**src/rtl/ws_frame_sequencer.sv**
```systemverilog
// ws_frame_sequencer: per-tick WS2811 frame generator that reads a pattern ROM,
// scales brightness and drives the transmitter over a start/busy handshake.
module ws_frame_sequencer #(
    parameter int CLOCK_SPEED           = 50_000_000,
    parameter int UPDATES_PER_SECOND    = 20,
    parameter int UNITS_NUMBER          = 100,
    parameter int PATTERN_COLORS_NUMBER = 128,
    parameter int PATTERNS_NUMBER       = 4,
    parameter int ROM_LATENCY           = 1,
    parameter int MAX_STEP              = 4,
    localparam int PW = $clog2(PATTERNS_NUMBER),
    localparam int CW = $clog2(PATTERN_COLORS_NUMBER)
) (
    input  logic             clkIN,
    input  logic             nResetIN,
    input  logic             cmdValidIN,
    input  logic [2:0]       cmdIN,
    output logic [PW+CW-1:0] romAddrOUT,
    input  logic [23:0]      romDataIN,
    output logic [23:0]      txDataOUT,
    output logic             txStartOUT,
    input  logic             txBusyIN,
    output logic             frameActiveOUT,
    output logic             pausedOUT,
    output logic [PW-1:0]    patternIndexOUT
);

    localparam int PERIOD = CLOCK_SPEED / UPDATES_PER_SECOND;
    localparam int TW = (PERIOD > 1) ? $clog2(PERIOD) : 1;
    localparam int SW = $clog2(MAX_STEP + 1);
    localparam int UW = (UNITS_NUMBER > 1) ? $clog2(UNITS_NUMBER) : 1;
    localparam int LW = $clog2(ROM_LATENCY + 1);

    localparam logic [TW-1:0] TICK_LAST = TW'(PERIOD - 1);
    localparam logic [SW-1:0] STEP_MAX  = SW'(MAX_STEP);
    localparam logic [SW-1:0] STEP_MIN  = SW'(1);
    localparam logic [UW-1:0] UNIT_LAST = UW'(UNITS_NUMBER - 1);
    localparam logic [LW-1:0] WAIT_LAST = LW'(ROM_LATENCY - 1);

    typedef enum logic [2:0] {
        IDLE,
        FETCH,
        WAIT,
        SCALE,
        SEND,
        HOLD
    } state_t;

    logic [TW-1:0] tickCnt;
    logic          tick;

    logic [PW-1:0] pattern;
    logic [SW-1:0] step;
    logic [2:0]    brightness;
    logic          paused;
    logic          direction;

    state_t        state;
    logic [PW-1:0] patSnap;
    logic [2:0]    brightSnap;
    logic [CW-1:0] shift;
    logic [CW-1:0] colour;
    logic [UW-1:0] unit;
    logic [LW-1:0] waitCnt;
    logic          pending;
    logic          holdFirst;

    assign tick            = (tickCnt == TICK_LAST);
    assign pausedOUT       = paused;
    assign patternIndexOUT = pattern;

    function automatic logic [7:0] scaleByte(input logic [7:0] c,
                                             input logic [2:0] b);
        logic [10:0] prod;
        prod = 11'(c) * (11'(b) + 11'd1);
        return prod[10:3];
    endfunction

    always_ff @(posedge clkIN or negedge nResetIN) begin
        if (!nResetIN)
            tickCnt <= '0;
        else if (tick)
            tickCnt <= '0;
        else
            tickCnt <= tickCnt + TW'(1);
    end

    always_ff @(posedge clkIN or negedge nResetIN) begin
        if (!nResetIN) begin
            pattern    <= '0;
            step       <= STEP_MIN;
            brightness <= 3'd7;
            paused     <= 1'b0;
            direction  <= 1'b0;
        end else if (cmdValidIN) begin
            unique case (cmdIN)
                3'd0: paused    <= !paused;
                3'd1: direction <= !direction;
                3'd2: pattern   <= pattern + PW'(1);
                3'd3: pattern   <= pattern - PW'(1);
                3'd4: if (step != STEP_MAX) step <= step + SW'(1);
                3'd5: if (step != STEP_MIN) step <= step - SW'(1);
                3'd6: if (brightness != 3'd7) brightness <= brightness + 3'd1;
                3'd7: if (brightness != 3'd0) brightness <= brightness - 3'd1;
            endcase
        end
    end

    always_ff @(posedge clkIN or negedge nResetIN) begin
        if (!nResetIN) begin
            state          <= IDLE;
            romAddrOUT     <= '0;
            txDataOUT      <= '0;
            txStartOUT     <= 1'b0;
            frameActiveOUT <= 1'b0;
            patSnap        <= '0;
            brightSnap     <= 3'd7;
            shift          <= '0;
            colour         <= '0;
            unit           <= '0;
            waitCnt        <= '0;
            pending        <= 1'b0;
            holdFirst      <= 1'b0;
        end else begin
            if (tick && frameActiveOUT)
                pending <= 1'b1;
            unique case (state)
                IDLE: begin
                    if (tick || pending) begin
                        pending        <= 1'b0;
                        frameActiveOUT <= 1'b1;
                        unit           <= '0;
                        colour         <= '0;
                        patSnap        <= pattern;
                        brightSnap     <= brightness;
                        if (!paused)
                            shift <= direction ? shift + CW'(step)
                                               : shift - CW'(step);
                        state <= FETCH;
                    end
                end
                FETCH: begin
                    romAddrOUT <= {patSnap, colour + shift};
                    waitCnt    <= '0;
                    state      <= WAIT;
                end
                WAIT: begin
                    if (waitCnt == WAIT_LAST)
                        state <= SCALE;
                    else
                        waitCnt <= waitCnt + LW'(1);
                end
                // Start is raised together with the data when the link is free.
                SCALE: begin
                    txDataOUT <= {scaleByte(romDataIN[23:16], brightSnap),
                                  scaleByte(romDataIN[15:8], brightSnap),
                                  scaleByte(romDataIN[7:0], brightSnap)};
                    txStartOUT <= !txBusyIN;
                    state      <= SEND;
                end
                SEND: begin
                    if (txStartOUT) begin
                        txStartOUT <= 1'b0;
                        holdFirst  <= 1'b1;
                        state      <= HOLD;
                    end else if (!txBusyIN) begin
                        txStartOUT <= 1'b1;
                    end
                end
                HOLD: begin
                    if (holdFirst) begin
                        holdFirst <= 1'b0;
                    end else if (!txBusyIN) begin
                        unit   <= unit + UW'(1);
                        colour <= colour + CW'(1);
                        if (unit == UNIT_LAST) begin
                            frameActiveOUT <= 1'b0;
                            state          <= IDLE;
                        end else begin
                            state <= FETCH;
                        end
                    end
                end
                default: state <= IDLE;
            endcase
        end
    end

endmodule

```
**config.mk**
```make
export PLATFORM = sky130hd
export DESIGN_NAME = ws_frame_sequencer
export DESIGN_NICKNAME = d
export VERILOG_FILES = /design/src/rtl/ws_frame_sequencer.sv
export SDC_FILE = /design/constraint.sdc
export NUM_CORES = 1
export LEC_CHECK = 0
export CAP_MARGIN = 20
export CORE_MARGIN = 3
export CORE_UTILIZATION = 50
export DETAILED_ROUTE_END_ITERATION = 10
export GPL_ROUTABILITY_DRIVEN = 0
export PLACE_DENSITY = 0.71
export SYNTH_ARGS = -nofsm -noshare
export SYNTH_HDL_FRONTEND = slang
export SYNTH_SLANG_ARGS = --single-unit
```
**constraint.sdc**
```tcl
create_clock -name clkIN -period 5.2 [get_ports clkIN]
set_clock_uncertainty 0.1 [all_clocks]
set_input_delay 1.04 -clock clkIN [delete_from_list [all_inputs] [get_ports clkIN]]
set_output_delay 1.04 -clock clkIN [all_outputs]
set_load 0.02 [all_outputs]
```
Word-level counts from Yosys, hierarchy flattened
Index checks and enable logic that the tools add are counted.
{ "op_classes": {"addsub": 14, "n_mul": 3, "eq_ne": 27, "n_mux": 38, "bitwise_logic": 1, "reduce_logical": 26} }
{ "ops": {"columns": ["operator", "count"], "rows": [
  ["7-bit 2-to-1 mux", 6],
  ["7-bit case mux with 2 select lines", 2],
  ["3-bit 2-to-1 mux", 9],
  ["22-bit by 1-bit adder with 22-bit output (second input constant)", 1],
  ["22-bit equality test (second input constant)", 1],
  ["8-bit by 11-bit multiplier with 11-bit output", 2],
  ["22-bit 2-to-1 mux", 1],
  ["2-bit inequality test (second input constant)", 10],
  ["3-bit equality test (second input constant)", 6],
  ["3-bit case mux with 6 select lines", 1],
  ["7-bit by 1-bit adder with 7-bit output (second input constant)", 2],
  ["2-bit nonzero test", 7],
  ["3-bit by 2-bit equality test with 1-bit output (second input constant)", 4],
  ["1-bit 2-to-1 mux", 12],
  ["3-bit case mux with 2 select lines", 2],
  ["4-bit AND reduction", 3],
  ["8-bit by 4-bit multiplier with 11-bit output", 1],
  ["2-bit AND reduction", 5],
  ["5-bit AND reduction", 2],
  ["1-bit case mux with 2 select lines", 4],
  ["7-bit by 3-bit adder with 7-bit output", 1],
  ["7-bit adder", 1],
  ["7-bit equality test (second input constant)", 1],
  ["7-bit by 3-bit subtractor with 7-bit output", 1],
  ["other kinds (17)", 24]
]} }
{ "totals": {"reg_bits": 99, "input_bits": 31, "out_inout_bits": 38, "wordCells": 128} }

Logic depth before layout (Yosys ltp)
Gate-level depths: netlist of run 1.
{ "depth": {"word_depth": 5, "ltp_mapped": 14, "depth_no_buf": 13} }

Worst setup path before layout of run 1
No wires, ideal clock.
{ "synth_path": {"kind": "register to register", "startpoint": "reg brightSnap[0]", "endpoint": "reg txDataOUT[15]", "setup_time_ns": 0.129, "arrival_ns": 3.911, "required_ns": 4.971, "slack_ns": 1.060, "stages_incl_launch_ff": 14, "n_path_buf": 1, "synth_period_minus_slack_ns": 4.140, "cell_sequence": "dfstp_2 -> ha_1 -> xor2_1 -> clkbuf_1 -> nand2_1 -> fa_1 -> inv_1 -> fa_1 -> fa_1 -> a21o_1 -> a21o_1 -> a2111oi_0 -> or3_1 -> nand3_1"} }
{ "synth_between": {"elab_chain_len": 2} }
{ "synth_lines": {"columns": ["element", "line", "rtl"], "rows": [
  ["start: declaration", "60", "logic [2:0] brightSnap;"],
  ["start signal: assignment", "135", "brightSnap <= brightness;"],
  ["3-bit by 1-bit adder with 4-bit output", "75", "prod = 11'(c) * (11'(b) + 11'd1);"],
  ["8-bit by 11-bit multiplier with 11-bit output", "75", null],
  ["end signal: assignment", "155", "txDataOUT <= {scaleByte(romDataIN[23:16], brightSnap),"],
  ["end: declaration", "20", "output logic [23:0] txDataOUT,"]
]} }
No other way between the ends.
A chain may end at the register's enable or synchronous reset.

Worst setup path in the final report of run 1
{ "layout_path": {"startpoint": "in romDataIN[8]", "endpoint": "reg txDataOUT[15]"} }
{ "layout_between": {"elab_chain_len": 1} }
{ "layout_lines": {"columns": ["element", "line", "rtl"], "rows": [
  ["start: declaration", "19", "input logic [23:0] romDataIN,"],
  ["8-bit by 11-bit multiplier with 11-bit output", "75", null]
]} }
No other way between the ends.

==> results.md, run 1 <==
- Status: finished clean
- Critical path cell sequence: clkdlybuf4s50_1, nand2_1, fa_1, inv_1, fa_1, fa_1, a21o_1, a21o_1, a2111oi_0, or3_1, nand3_1
- Critical Path RT: 5.33 ns
- Clk slew on worst S/H paths: 0.07 ns
- Worst flop-to-flop path startpoint: brightSnap[0]
- Yosys cell types: 53
- Worst EP arrival: around 4.4 ns
- Syn Std Cell Area: 7610 sq um
- Core box area: 14700 sq um
- Buf+Inv Stages, Crit Path: 2
- Worst setup SP type: primary input
- Asr flop ratio synth: between 90% and 100%
- Syn Inst Count: between 800 and 900
- Max_cap viols: 0
- Relative slew slack: 32.4%
- Worst Setup SP: romDataIN[8]
- Post-DP HPWL: roughly 12 mm
- Port bufs: 68
- Largest net degree at the start of global routing: 76
- Hold-fix buffers, CTS: 0
- Routed vias/inst: 5.66
- Peak supply drop: 0.206 mV
- Initial Utilization: between 50 and 60%
- Number of global-route vias before repair: 5973
- IO Count: 69
- Row Count: 44
- Die area: 16700 sq um
- CTS tree: built
- Fin. Hold Viols: 0
- Root Buffer Master: clkbuf_16
- # diodes: 0
- Total gr overflow: 0
- Clk buf depth: 2
- Achievable frequency: 0.235 GHz
- Total CTS buffers: 9
- GRT Resource Usage Total: 20.5%
- Worst Path Max Fanout: 3
- Die width: roughly 130 um
- Cell Pwr Density: 308 nW/um^2
- CTS H-tree lvls: 3
- Leak: 4.13 nW
- First-pass GRT wire length: ~28 mm
- Antenna violations before repair: 0
- Layout Cells excl Fill: 1062
- Resized cells post-CTS: 0
- Placed Instance Area: 8460 sq um
- Number of synthesized flops with an enable pin: 0
- Max Slew Vio Count: 0
- Syn_nets: 943
- Critical path class: in2reg
- Measured slew at the worst slew-check pin: 1.01 ns
- Routed Antenna Nets: 0
- Most used DFF post-synth: dfrtp_1
- Residual DRC: 0
- Yosys warnings: 0
- Area grow syn2layout: 15.0%
- Sequential element share of the synthesized area: 32.3%
- Flops & latches, synth: 98
- Design area: 8750 sq um
- Routed WL: 16.3 mm
- Crit share post-route: 81.9%
- Fin crit period: 4.26 ns
- RSZ-0062 raised after global routing: false
- Vias: ~6000
- Most Frequent Cell on Critical Path: fa_1
- Slowest CP cell: fa_1
- Crit. End Element: register
- Slowest cell delay on critical path: 0.55 ns
- WHS: 0.378 ns
- Share of layout cells above drive strength 1: 6.49%
- Clock Latency Late Sink: roughly 0.35 ns
- Cell family with most CP delay: adder cells
- Syn_area_per_cell: between 9 and 10 sq um
- Final nets: 1000
- Violation count after the first detailed-route iteration: 383
- # fillers: 1283
- Hold Path Class: reg2reg
- Setup bufs post-CTS: 0
- Final setup TNS: 0 ns
- DR pass1 iterations: 5
- Hold_sp: patSnap[0]
- WL per Instance: 15.4 um
- Final setup vio count: 0
- Clock Sinks: 98
- Placed Cells: 1046
- Die height: 129 um
[area by class of cell]
cell class                      count  area [sq um]  share of cell area, %
Clock inverter                      7          73.8                  0.843
Multi-Input combinational cell    628          4810                   54.9
Inverter                           62           233                   2.66
Sequential cell                    98          2460                   28.1
Tap cell                          184           230                   2.63
Clock buffer                        9           225                   2.57
Timing Repair Buffer               74           723                   8.26
[per-layer routing]
| layer | share of wire, % | track usage [%] | vias to the layer above | wire, um |
|---|---|---|---|---|
| li1 | - | - | 2918 | - |
| met1 | 46 | 27.4 | 2968 | 7590 |
| met2 | 49 | 34.5 | 116 | 7930 |
| met3 | 3.9 | 4.12 | 14 | 639 |
| met4 | 1.1 | 4.51 | 0 | 180 |
| met5 | 0 | 0 | - | 0 |
[kinds of logic after synthesis]
logic type | count (synthesis) | share of synthesized area [%]
AO/OA/AOI/OAI | 128 | 10.6
multiplexers | 32 | 4.44
buffers and inverters | 90 | 4.47
flip-flops | 98 | 32.3
adder cells (fa/ha/maj) | 96 | 19.6
AND/OR/NAND/NOR | 316 | 22.1
XOR/XNOR | 56 | 6.45
[path summary, 6_finish.rpt]
path / end / slack, ns / depth (start not counted)
max: txDataOUT[15] / 0.94 / 11
min: romAddrOUT[7] / 0.38 / 2
max reg2reg: txDataOUT[15] / 0.97 / 13
min reg2reg: romAddrOUT[7] / 0.38 / 2
max in group asynchronous: txDataOUT[22] / 3.40 / 2
min in group asynchronous: txDataOUT[1] / 0.72 / 1
[synthesized netlist by cell type, types with 16 or more instances]
cell type / n / area share [%]
o21ai_0: 36 / 2.4
xor2_1: 25 / 2.9
ha_1: 57 / 9.4
nand2_1: 89 / 4.4
a31oi_1: 18 / 1.5
xnor2_1: 31 / 3.6
fa_1: 39 / 10
nor2_1: 36 / 1.8
a21oi_1: 31 / 2.0
inv_1: 62 / 3.1
clkbuf_1: 26 / 1.3
mux2i_1: 18 / 2.4
and2_1: 39 / 3.2
nand2b_1: 17 / 1.4
nor3_1: 16 / 1.1
and3_1: 17 / 1.4
nand3_1: 25 / 1.6
dfrtp_1: 91 / 30
[per-stage QoR]
| step | utilization [%] | worst slack (ns) | power, W |
|---|---|---|---|
| 2_1_floorplan | - | 1.06 | 0.00166 |
| 3_3_place_gp | 57.5 | 0.663 | 0.00198 |
| 3_5_place_dp | 57.5 | 0.553 | 0.00203 |
| 4_1_cts | 59.6 | 0.938 | 0.00273 |
| 5_1_grt | 59.6 | 0.674 | 0.00287 |
| 6_report | 59.6 | 0.942 | 0.00269 |
[placed cells by master, fill, tap and decap left out, drive strengths merged, types with 6 or more instances in the layout]
cell type / netlist / final
nor3b: 9 / 9
or3: 6 / 6
nor2: 36 / 36
fa: 39 / 39
clkbuf: 26 / 9
xnor2: 31 / 31
nor2b: 13 / 13
a21o: 11 / 11
xor2: 25 / 25
ha: 57 / 57
nand2: 89 / 89
nor4: 6 / 6
nand2b: 17 / 17
nand3: 26 / 26
mux2: 14 / 14
nand4: 14 / 14
mux2i: 18 / 18
and3: 17 / 17
clkdlybuf4s50: 0 / 67
dfrtp: 91 / 91
and2: 39 / 39
buf: 2 / 7
a21oi: 32 / 32
inv: 62 / 65
o21ai: 36 / 36
a211oi: 9 / 9
nor3: 18 / 18
a31oi: 18 / 18
dfstp: 7 / 7
[worst min-delay path, stage by stage (launching register included)]
cell	delay (ns)
dfrtp_1	0.35
nand2_1	0.05
nand2_1	0.05
[state kept, by name (all words and copies together) (netlist names), 7 cells and up]
register and count:
txDataOUT 24, tickCnt 22, unit 7, colour 7, romAddrOUT 9, shift 7
[power by group]
part	total [W]	leakage (nW)	switching, W	internal (W)
clock network	0.000681	0.152	0.000303	0.000377
registers	0.00110	1.26	0.000170	0.000926
logic	0.000917	2.72	0.000503	0.000414
total	0.00269	4.13	0.000977	0.00172
(Power assumes the default switching activity.)
==> run 2: changes to the inputs <==
Clock period 5.2 ns to 4 ns, I/O delays scaled along.
==> run 2 against run 1 <==
- via count up 1.5%
- register-to-register slack worse by 0.82 ns
- utilization up 2.5 points
- critical endpoint is now txDataOUT[13]
- highest routed layer unchanged
==> results.md, run 2 (same netlist as run 1, synthesis figures left out) <==
- Final setup vio count: 0
- Die area: ~17000 sq um
- Leak: 4.32 nW
- Cell Pwr Density: 385 nW/um^2
- CTS tree: built
- Critical Path RT: between 4 and 5 ns
- WL per Instance: 15.5 um
- Port bufs: 68
- Core box area: 14700 sq um
- Number of global-route vias before repair: 6263
- Slowest cell delay on critical path: 0.58 ns
- Critical path class: reg2reg
- Max Slew Vio Count: 0
- CTS H-tree lvls: 3
- Worst setup SP type: register
- Fin crit period: 3.85 ns
- Area grow syn2layout: 19.8%
- Worst EP arrival: 3.96 ns
- Root Buffer Master: clkbuf_16
- Overall power: 0.00351 W
- Violation count after the first detailed-route iteration: about 370
- Initial Utilization: ~52%
- Max reg flops: 24
- # diodes: 0
- Critical path cell sequence: ha_4, xor2_4, buf_4, and2_1, fa_1, inv_1, fa_1, inv_1, ha_1, a21o_1, a21o_1, a21oi_1, mux2i_1, o311ai_0
- Die width: roughly 130 um
- Final nets: 1036
- Crit. End Element: register
- Commonest non-fill, non-tap cell in the layout: dfrtp_1
- Routed vias/inst: roughly 5.6
- Crit share post-route: 96.3%
- Most flops, register: txDataOUT
- Largest regs: txDataOUT x24, tickCnt x22, romAddrOUT x9
- Multi-input combinational cell area: 4870 sq um
- WHS: 0.372 ns
- Vias: 6104
- Hold-fix buffers, CTS: 0
- Most frequent cells in the layout: dfrtp_1 (91), nand2_1 (89), clkdlybuf4s50_1 (67)
- Hold Path Class: reg2reg
- Clock Latency Late Sink: 0.36 ns
- GRT Resource Usage Total: 21.6%
- Total CTS buffers: 9
- Total gr overflow: 0
- Relative slew slack: 39.3%
- First-pass GRT wire length: 29.6 mm
- Seq. cell area: 2460 sq um
- Achievable frequency: ~0.26 GHz
- IO Count: 69
- Status: finished clean
- Clk slew on worst S/H paths: 0.07 ns
- Routed Antenna Nets: 0
- Clk buf depth: 2
- Max_cap viols: 0
- Largest net degree at the start of global routing: 62
- DR pass1 iterations: 5
- RSZ-0062 raised after global routing: false
- Slowest CP cell: dfstp_2
- Routed WL: 17.0 mm
- Worst Path Max Fanout: 6
- Die height: ~130 um
- Placed Instance Area: 8690 sq um
- Design area: ~9100 sq um
- Peak supply drop: 0.212 mV
- Measured slew at the worst slew-check pin: 0.907 ns
- Post-DP HPWL: 12.6 mm
- Clock Sinks: ~100
- Fin. Hold Viols: 0
- Finished Core Util: 62.0%
- # fillers: 1228
- Share of layout cells above drive strength 1: about a tenth
- Antenna violations before repair: 0
- Residual DRC: 0
- Row Count: 44
## run 2: path summary, 6_finish.rpt
path	startpoint	endpoint	slack, ns	cells after the start
max	brightSnap[0]	txDataOUT[13]	0.15	14
min	patSnap[1]	romAddrOUT[8]	0.37	2
max reg2reg	brightSnap[0]	txDataOUT[13]	0.15	14
min reg2reg	patSnap[1]	romAddrOUT[8]	0.37	2
max in group asynchronous	nResetIN	step[0]	2.53	2
min in group asynchronous	nResetIN	txDataOUT[2]	0.40	1
## run 2: metal layers
layer / routed length (um) / global-route usage (%) / part of all wire, %
met1: 7750 / 28.9 / 45
met2: 8410 / 36.7 / 49
met3: 567 / 2.89 / 3.3
met5: 0 / 0 / 0
met4: 306 / 6.49 / 1.8
## run 2: power by group
| group | switching, W | total, W | internal (W) |
|---|---|---|---|
| Clock | 0.000408 | 0.000871 | 0.000463 |
| Sequential | 0.000210 | 0.00141 | 0.00120 |
| Combinational | 0.000663 | 0.00123 | 0.000566 |
| Total | 0.00128 | 0.00351 | 0.00223 |
## run 2: through the flow
step / setup TNS [ns] / std cells / setup slack, ns
4_1_cts: -0.0119 / 1092 / -0.0119
3_3_place_gp: -0.459 / 1076 / -0.204
6_report: 0 / 1098 / 0.150
5_1_grt: 0 / 1098 / 0.00496
3_5_place_dp: -0.836 / 1076 / -0.282
2_1_floorplan: 0 / 816 / 0.0320
## run 2: worst max-delay path: cells and delay by family (launching register included)
kind / cells / cell delay [ns]
compound gates: 4 / 0.75
xor+xnor: 1 / 0.10
fa+ha+maj: 4 / 1.54
buf+inv: 3 / 0.27
flops: 1 / 0.58
mux: 1 / 0.20
simple gates: 1 / 0.17
## run 2: area by class of cell
cell class              count  share of cell area (%)
flip-flops and latches     98                    27.0
clock inverters             4                   0.384
clock buffers              12                    2.81
well taps                 184                    2.53
repair buffers            110                    11.3
multi-input cells         628                    53.4
inverters                  62                    2.55
## run 2: timing repair
action / 4_1_cts / 5_1_grt
buffers inserted: 0 / 5
endpoints found under the setup margin: 5 / 16
pin swaps: 0 / 4
resized for setup: 3 / 10
endpoints found under the hold margin: 0 / 0
